--- src/rtl/ram32x4_seq_ctrl.sv ---
// Built-in fill/check sequencer for a 32x4 single-port RAM: writes a seeded
// pattern, reads it back through a latency-matched compare pipeline, and reports errors.
module ram32x4_seq_ctrl #(
    parameter int RD_LAT = 1,
    parameter int ADDR_W = 5,
    parameter int DATA_W = 4
) (
    input  logic              clk,
    input  logic              resetn,
    input  logic              start,
    input  logic [1:0]        mode,
    input  logic [3:0]        seed,
    output logic [ADDR_W-1:0] ram_address,
    output logic [DATA_W-1:0] ram_data,
    output logic              ram_wren,
    input  logic [DATA_W-1:0] ram_q,
    output logic              busy,
    output logic              done,
    output logic              err_flag,
    output logic [5:0]        err_count,
    output logic [ADDR_W-1:0] first_err_addr
);

    typedef enum logic [2:0] {IDLE, FILL, CHECK, DRAIN, DONE} state_t;

    localparam logic [ADDR_W-1:0] LAST_ADDR = '1;

    state_t            state;
    logic [1:0]        mode_q;
    logic [DATA_W-1:0] seed_q;
    logic [1:0]        drain_cnt;

    logic              issue_valid;
    logic [DATA_W-1:0] issue_exp;
    logic              cmp_valid;
    logic [ADDR_W-1:0] cmp_addr;
    logic [DATA_W-1:0] cmp_exp;
    logic              mismatch;

    function automatic logic [DATA_W-1:0] pattern(input logic [DATA_W-1:0] s,
                                                  input logic [ADDR_W-1:0] a);
        return s + a[DATA_W-1:0];
    endfunction

    assign issue_valid = (state == CHECK);
    assign issue_exp   = pattern(seed_q, ram_address);

    // Address and expected value are delayed to line up with ram_q arriving RD_LAT cycles later.
    if (RD_LAT == 0) begin : g_direct
        assign cmp_valid = issue_valid;
        assign cmp_addr  = ram_address;
        assign cmp_exp   = issue_exp;
    end else begin : g_pipe
        logic [RD_LAT-1:0] v_pipe;
        logic [ADDR_W-1:0] a_pipe [RD_LAT];
        logic [DATA_W-1:0] e_pipe [RD_LAT];

        always_ff @(posedge clk) begin
            if (!resetn) begin
                v_pipe <= '0;
            end else begin
                v_pipe[0] <= issue_valid;
                for (int i = 1; i < RD_LAT; i++) begin
                    v_pipe[i] <= v_pipe[i-1];
                end
            end
            a_pipe[0] <= ram_address;
            e_pipe[0] <= issue_exp;
            for (int i = 1; i < RD_LAT; i++) begin
                a_pipe[i] <= a_pipe[i-1];
                e_pipe[i] <= e_pipe[i-1];
            end
        end

        assign cmp_valid = v_pipe[RD_LAT-1];
        assign cmp_addr  = a_pipe[RD_LAT-1];
        assign cmp_exp   = e_pipe[RD_LAT-1];
    end

    assign mismatch = cmp_valid && (ram_q != cmp_exp);

    always_ff @(posedge clk) begin
        if (!resetn) begin
            state          <= IDLE;
            mode_q         <= '0;
            seed_q         <= '0;
            drain_cnt      <= '0;
            ram_address    <= '0;
            ram_data       <= '0;
            ram_wren       <= 1'b0;
            busy           <= 1'b0;
            done           <= 1'b0;
            err_flag       <= 1'b0;
            err_count      <= '0;
            first_err_addr <= '0;
        end else begin
            done <= 1'b0;

            // Entering CHECK below overrides this; the pipeline is always empty at that edge.
            if (mismatch) begin
                err_count <= err_count + 6'd1;
                err_flag  <= 1'b1;
                if (err_count == '0) begin
                    first_err_addr <= cmp_addr;
                end
            end

            case (state)
                IDLE: begin
                    ram_address <= '0;
                    ram_data    <= '0;
                    ram_wren    <= 1'b0;
                    busy        <= 1'b0;
                    if (start) begin
                        mode_q <= mode;
                        seed_q <= seed;
                        case (mode)
                            2'd0, 2'd2: begin
                                state    <= FILL;
                                ram_wren <= 1'b1;
                                ram_data <= pattern(seed, '0);
                                busy     <= 1'b1;
                            end
                            2'd1: begin
                                state          <= CHECK;
                                busy           <= 1'b1;
                                err_count      <= '0;
                                err_flag       <= 1'b0;
                                first_err_addr <= '0;
                            end
                            default: begin
                                state <= DONE;
                                done  <= 1'b1;
                            end
                        endcase
                    end
                end

                FILL: begin
                    if (ram_address == LAST_ADDR) begin
                        ram_address <= '0;
                        ram_data    <= '0;
                        ram_wren    <= 1'b0;
                        if (mode_q == 2'd2) begin
                            state          <= CHECK;
                            err_count      <= '0;
                            err_flag       <= 1'b0;
                            first_err_addr <= '0;
                        end else begin
                            state <= DONE;
                            done  <= 1'b1;
                            busy  <= 1'b0;
                        end
                    end else begin
                        ram_address <= ram_address + 1'b1;
                        ram_data    <= pattern(seed_q, ram_address + 1'b1);
                    end
                end

                CHECK: begin
                    if (ram_address == LAST_ADDR) begin
                        ram_address <= '0;
                        if (RD_LAT == 0) begin
                            state <= DONE;
                            done  <= 1'b1;
                            busy  <= 1'b0;
                        end else begin
                            state     <= DRAIN;
                            drain_cnt <= '0;
                        end
                    end else begin
                        ram_address <= ram_address + 1'b1;
                    end
                end

                DRAIN: begin
                    if (drain_cnt == 2'(RD_LAT - 1)) begin
                        state <= DONE;
                        done  <= 1'b1;
                        busy  <= 1'b0;
                    end else begin
                        drain_cnt <= drain_cnt + 2'd1;
                    end
                end

                DONE: begin
                    state <= IDLE;
                    busy  <= 1'b0;
                end

                default: state <= IDLE;
            endcase
        end
    end

endmodule

--- config.mk ---
export PLATFORM = sky130hd
export DESIGN_NAME = ram32x4_seq_ctrl
export DESIGN_NICKNAME = d
export VERILOG_FILES = /design/src/rtl/ram32x4_seq_ctrl.sv
export SDC_FILE = /design/constraint.sdc
export NUM_CORES = 1
export LEC_CHECK = 0
export BUFFER_PORTS_ARGS = -buffer_cell sky130_fd_sc_hd__buf_2
export CAP_MARGIN = 10
export CORE_ASPECT_RATIO = 0.7
export CORE_MARGIN = 3
export CORE_UTILIZATION = 52
export DETAILED_ROUTE_END_ITERATION = 10
export GPL_ROUTABILITY_DRIVEN = 1
export GPL_TIMING_DRIVEN = 0
export PLACE_DENSITY = 0.74
export SLEW_MARGIN = 20
export SYNTH_ARGS = -nofsm -noshare
export SYNTH_HDL_FRONTEND = slang
export SYNTH_SLANG_ARGS = --single-unit
export TNS_END_PERCENT = 10
--- constraint.sdc ---
create_clock -name clk -period 2.24 [get_ports clk]
set_input_delay 0.448 -clock clk [delete_from_list [all_inputs] [get_ports clk]]
set_output_delay 0.448 -clock clk [all_outputs]
set_load 0.01 [all_outputs]
# == Yosys cells after proc, flatten, opt, wreduce, memory -nomap -nowiden ==
# Memory sizes are Yosys's and may differ from the RTL's.
# Index checks and enable logic that the tools add are counted.
# totals
regBits,36
mem_bits_rw,9
in_bits,13
output_inout_bits,24
elab_cells,103
mem_count,2
# memory_table
memory,depth,width,read_ports,rd_ports_with_merged_regs,write_ports,line_no,source
g_pipe.a_pipe,1,5,1,0,1,55,logic [ADDR_W-1:0] a_pipe [RD_LAT];
g_pipe.e_pipe,1,4,1,0,1,56,logic [DATA_W-1:0] e_pipe [RD_LAT];
# op_classes
add_sub_neg,5
n_eq_ne,15
mux,51
n_reduce_logical,17
# ops
op,n
2-to-1 mux 5 bit,7
2-to-1 mux 6 bit,5
one-hot mux 5 bit (2 select lines),2
2-to-1 mux 1 bit,18
2-to-1 mux 3 bit,5
2-to-1 mux 4 bit,3
one-hot mux 3 bit (4 select lines),1
one-hot mux 6 bit (2 select lines),1
inequality test 2 bit (second input constant),5
adder 4 bit,2
one-hot mux 4 bit (2 select lines),1
AND reduction 4 bit,2
adder 6 x 1 -> 6 bit (second input constant),1
equality test 3 x 2 -> 1 bit (second input constant),2
zero test 6 bit,1
one-hot mux 3 bit (2 select lines),1
nonzero test 2 bit,3
adder 5 x 1 -> 5 bit (second input constant),1
equality test 5 bit (second input constant),1
equality test 2 bit (second input constant),2
zero test 2 bit,2
2-to-1 mux 2 bit,2
inequality test 4 bit,1
one-hot mux 1 bit (2 select lines),2
15 further kinds,17

# == Longest topological paths before layout ==
# logic_depth
ltp_word,6
ltp_mapped,9
mapped_depth_nobuf,7

# == Least setup slack after synthesis ==
# Ideal clock, no wire load.
# synth_path
path_type,register to register
from,register ram_address[1]
to,register state[1]
setup_ns,0.091
arrival_ns,1.844
t_required_ns,2.149
setup_slack_ns,0.305
path_stages_with_launch,9
path_buffers,1
synth_period_minus_slack_ns,1.935
path_cell_list,dfxtp_1 ha_1 and3_1 ha_1 buf_2 mux2i_1 mux2_2 mux2i_1 a311oi_1
# synth_via
elab_chain_len,3
word_cells_on_any_way,4
cone_classes,eq/ne (3); reduce/logical (1)
# synth_lines
item,line_no,source
from (decl),13,"output logic [ADDR_W-1:0] ram_address,"
from (signal assigned),155,ram_address <= ram_address + 1'b1;
from (signal assigned),172,ram_address <= ram_address + 1'b1;
equality test 5 bit *,"140, 161",
inequality test 2 x 1 -> 1 bit (no line) or inequality test 2 bit (tied branches),--,
AND reduction 4 bit (no line) *,--,
to (signal assigned),145,state <= CHECK;
to (signal assigned),164,state <= DONE;
to (signal assigned),168,state <= DRAIN;
to (decl),28,state_t state;
# Every way passes the cells marked *; elsewhere a longest branch is shown, timed or not.
# A chain may end at the register's enable or synchronous reset.

# == Worst setup path in the final report ==
# Same ends and word-level chain as after synthesis.

==> reports/metrics.cfg <==
[min_path]
min-delay-start=ram_address[0]$_SDFFE_PN0P_
holdCritPathClass=flop to flop

[setup_path]
crit_start=ram_address[1]$_SDFFE_PN0P_
r2r_start=ram_address[1]$_SDFFE_PN0P_
cp_max_fo=10
critical_path_class=flop to flop
critical_path_arrival_ps=2320
end_kind=flop
crit_path_start_kind=flop
critical_path_required_ps=2460

[status]
status=finished, final reports clean

[timing]
finalMaxSlewViolations=0
rsz0062_at_grt=yes
hold_viol=0
fin_skew_ps=7.49
slew_headroom_pct=58.0
fin_crit_ps=2100
tightest_slew_ps=628
fin_crit_sh_pct=93.6
setup-violations-final=0
fmax_mhz=477

[synth]
synth_common_cells=dfxtp_1, a21oi_1, inv_1
synth_seq_cells=45
synthArstFlopShare_pct=0
synth_area_um2=2240
yosysUniqueCellTypes=46
syn-num-nets=269
ys_top_cells_by_area=dfxtp_1, ha_1, a21oi_1
synth_warnings=0
yosys.area.top_type_share_pct=40.2
yosysTopAreaCell=dfxtp_1
ys_seq_area_share_pct=40.2
synth_most_common_cell=dfxtp_1
synth-edff-count=0
synth_area_per_cell_um2=9.22
syn_inst=243
synth_top_flop_cell=dfxtp_1

[floorplan]
die_h_um=60.9
io_pins=37
dieArea_um2=5150
die_width_um=84.5
core-area_um2=4040
initial_core_util_pct=55.4
row_count=19

[placement]
portBuffers=36
place_area_um2=2490
routabilityCongestion=0.864
hpwl_um=3550

[drt]
vias=1829
wl_um=4730
ant_nets=0
wl_per_cell_um=13.9
drcViolationCount=0
avgViaCountPerCell=5.40
first_pass_iters=4
drt_iter0_drc=114

[grt]
grt_overflow=0
grt_usage_pct=20.1
antenna_found_initial=0
grt_pass1_vias=1730
grt_pass1_wl_um=8140
grt_max_degree=16

[finish]
syn2layout_area_growth_pct=15.4
n_fill_cell=350
n_antenna_cell=0
nets=312
ff_latch_area_um2=903
drive_above_1_share_pct=20.6
stdcell_area_um2=2590
multi_input_area_um2=1220

[power]
power_mw=1.72
power_density_nw_per_um2=666
p_leak_nw=1.10
vdd_drop_max_mv=0.408

[clock_network]
tritoncts=yes
cts_setup_buffers=0
cts_root_buffer=clkbuf_8
clock_sinks=45
clockBufferDepth=2
worstSkewPairLatency_ps=300
clk_pin_slew_worst_paths_ps=90
cts_max_level=2
cts_buffers=5

[job]
cap_violations=0

[layout by cell type (no fill, tap or decap), types with 2 or more instances in the layout]
cell type | netlist | final
nand3b_1 | 2 | 2
nor2_1 | 11 | 11
and3_1 | 3 | 3
a21o_1 | 2 | 2
and2_1 | 3 | 3
xnor2_1 | 4 | 4
mux2i_1 | 9 | 9
clkbuf_1 | 4 | 4
xor2_1 | 7 | 7
nor3b_1 | 3 | 3
nand3_1 | 8 | 8
or3_1 | 5 | 5
dfxtp_2 | 0 | 2
nor3_1 | 6 | 6
clkbuf_8 | 0 | 5
buf_2 | 4 | 39
ha_1 | 11 | 11
inv_1 | 14 | 14
fa_1 | 2 | 2
buf_6 | 3 | 3
a22oi_1 | 3 | 3
nand2_1 | 12 | 12
nor4_1 | 2 | 2
nand2b_1 | 5 | 5
a21boi_0 | 2 | 2
dfxtp_1 | 45 | 43
o21ai_1 | 9 | 8
nor2b_1 | 13 | 13
o21ai_0 | 8 | 8
a21oi_1 | 22 | 22
clkinvlp_4 | 0 | 3
a221oi_1 | 4 | 4
[metal layers]
layer	global-route usage (%)	up-vias	wire length [um]
met3	6.38	4	225
met1	28.9	842	2530
li1	-	947	-
met2	29.9	36	1940
met5	0	-	0
met4	4.06	0	32
[kinds of logic after synthesis]
group | Yosys count | share of synthesized area (%)
flip-flops | 45 | 40.2
buffers and inverters | 26 | 5.64
AO/OA/AOI/OAI | 60 | 17.4
multiplexers | 10 | 4.52
AND/OR/NAND/NOR | 78 | 20.0
XOR/XNOR | 11 | 4.30
adder cells (fa/ha/maj) | 13 | 7.93
[through the flow]
step                      setup WS [ps]  std cells  setup TNS, ps  util [%]  hold slack, ps
after floorplan                     305        243              0         -             420
after CTS                          45.9        339              0      63.9             410
after detailed placement          -64.3        331           -548      61.5             416
after global routing              -65.6        339          -65.6      64.0             428
after global placement            -39.7        331           -273      61.5             400
final                               144        339              0      64.0             410
[power breakdown]
| group | leakage [nW] | internal [mW] | total (mW) | switching [mW] |
|---|---|---|---|---|
| clock | 0.0364 | 0.219 | 0.510 | 0.291 |
| sequential | 0.367 | 0.848 | 0.878 | 0.0300 |
| combinational | 0.695 | 0.141 | 0.336 | 0.194 |
[final timing paths]
check	to	slack, ps	cells after the start
hold / removal	g_pipe.a_pipe[0][0]$_DFF_P_	410	0
setup reg to reg	state[1]$_SDFFE_PN0P_	140	8
hold reg to reg	g_pipe.a_pipe[0][0]$_DFF_P_	410	0
setup / recovery	state[1]$_SDFFE_PN0P_	140	8
[sequential cells by signal (all words and copies together), names as in the netlist, 2 cells and up]
name	cells
drain_cnt	2
g_pipe.e_pipe	4
err_count	6
ram_data	4
ram_address	5
seed_q	4
mode_q	2
g_pipe.a_pipe	5
state	3
first_err_addr	5
[what timing repair did]
item	4_1_cts	5_1_grt
resized for setup	2	2
pin swaps	0	0
endpoints found under the setup margin	10	15
hold buffers	0	0
hold endpoints to repair	0	0
[critical path, stage by stage, from the launching register on]
cell and delay [ps]:
dfxtp_2 420, ha_1 270, and3_1 180, ha_1 130, buf_2 210, mux2i_1 140
mux2_2 320, mux2i_1 140, a311oi_1 210
[area by class of cell]
type | instances | area share, %
repair buffers | 36 | 6.97
flip-flops and latches | 45 | 34.9
plain buffers | 12 | 2.95
multi-input cells | 172 | 47.1
clock buffers | 5 | 2.66
inverters | 14 | 2.03
well taps | 52 | 2.52
clock inverters | 3 | 0.871
Note: power is estimated with default switching activity, not from simulation.
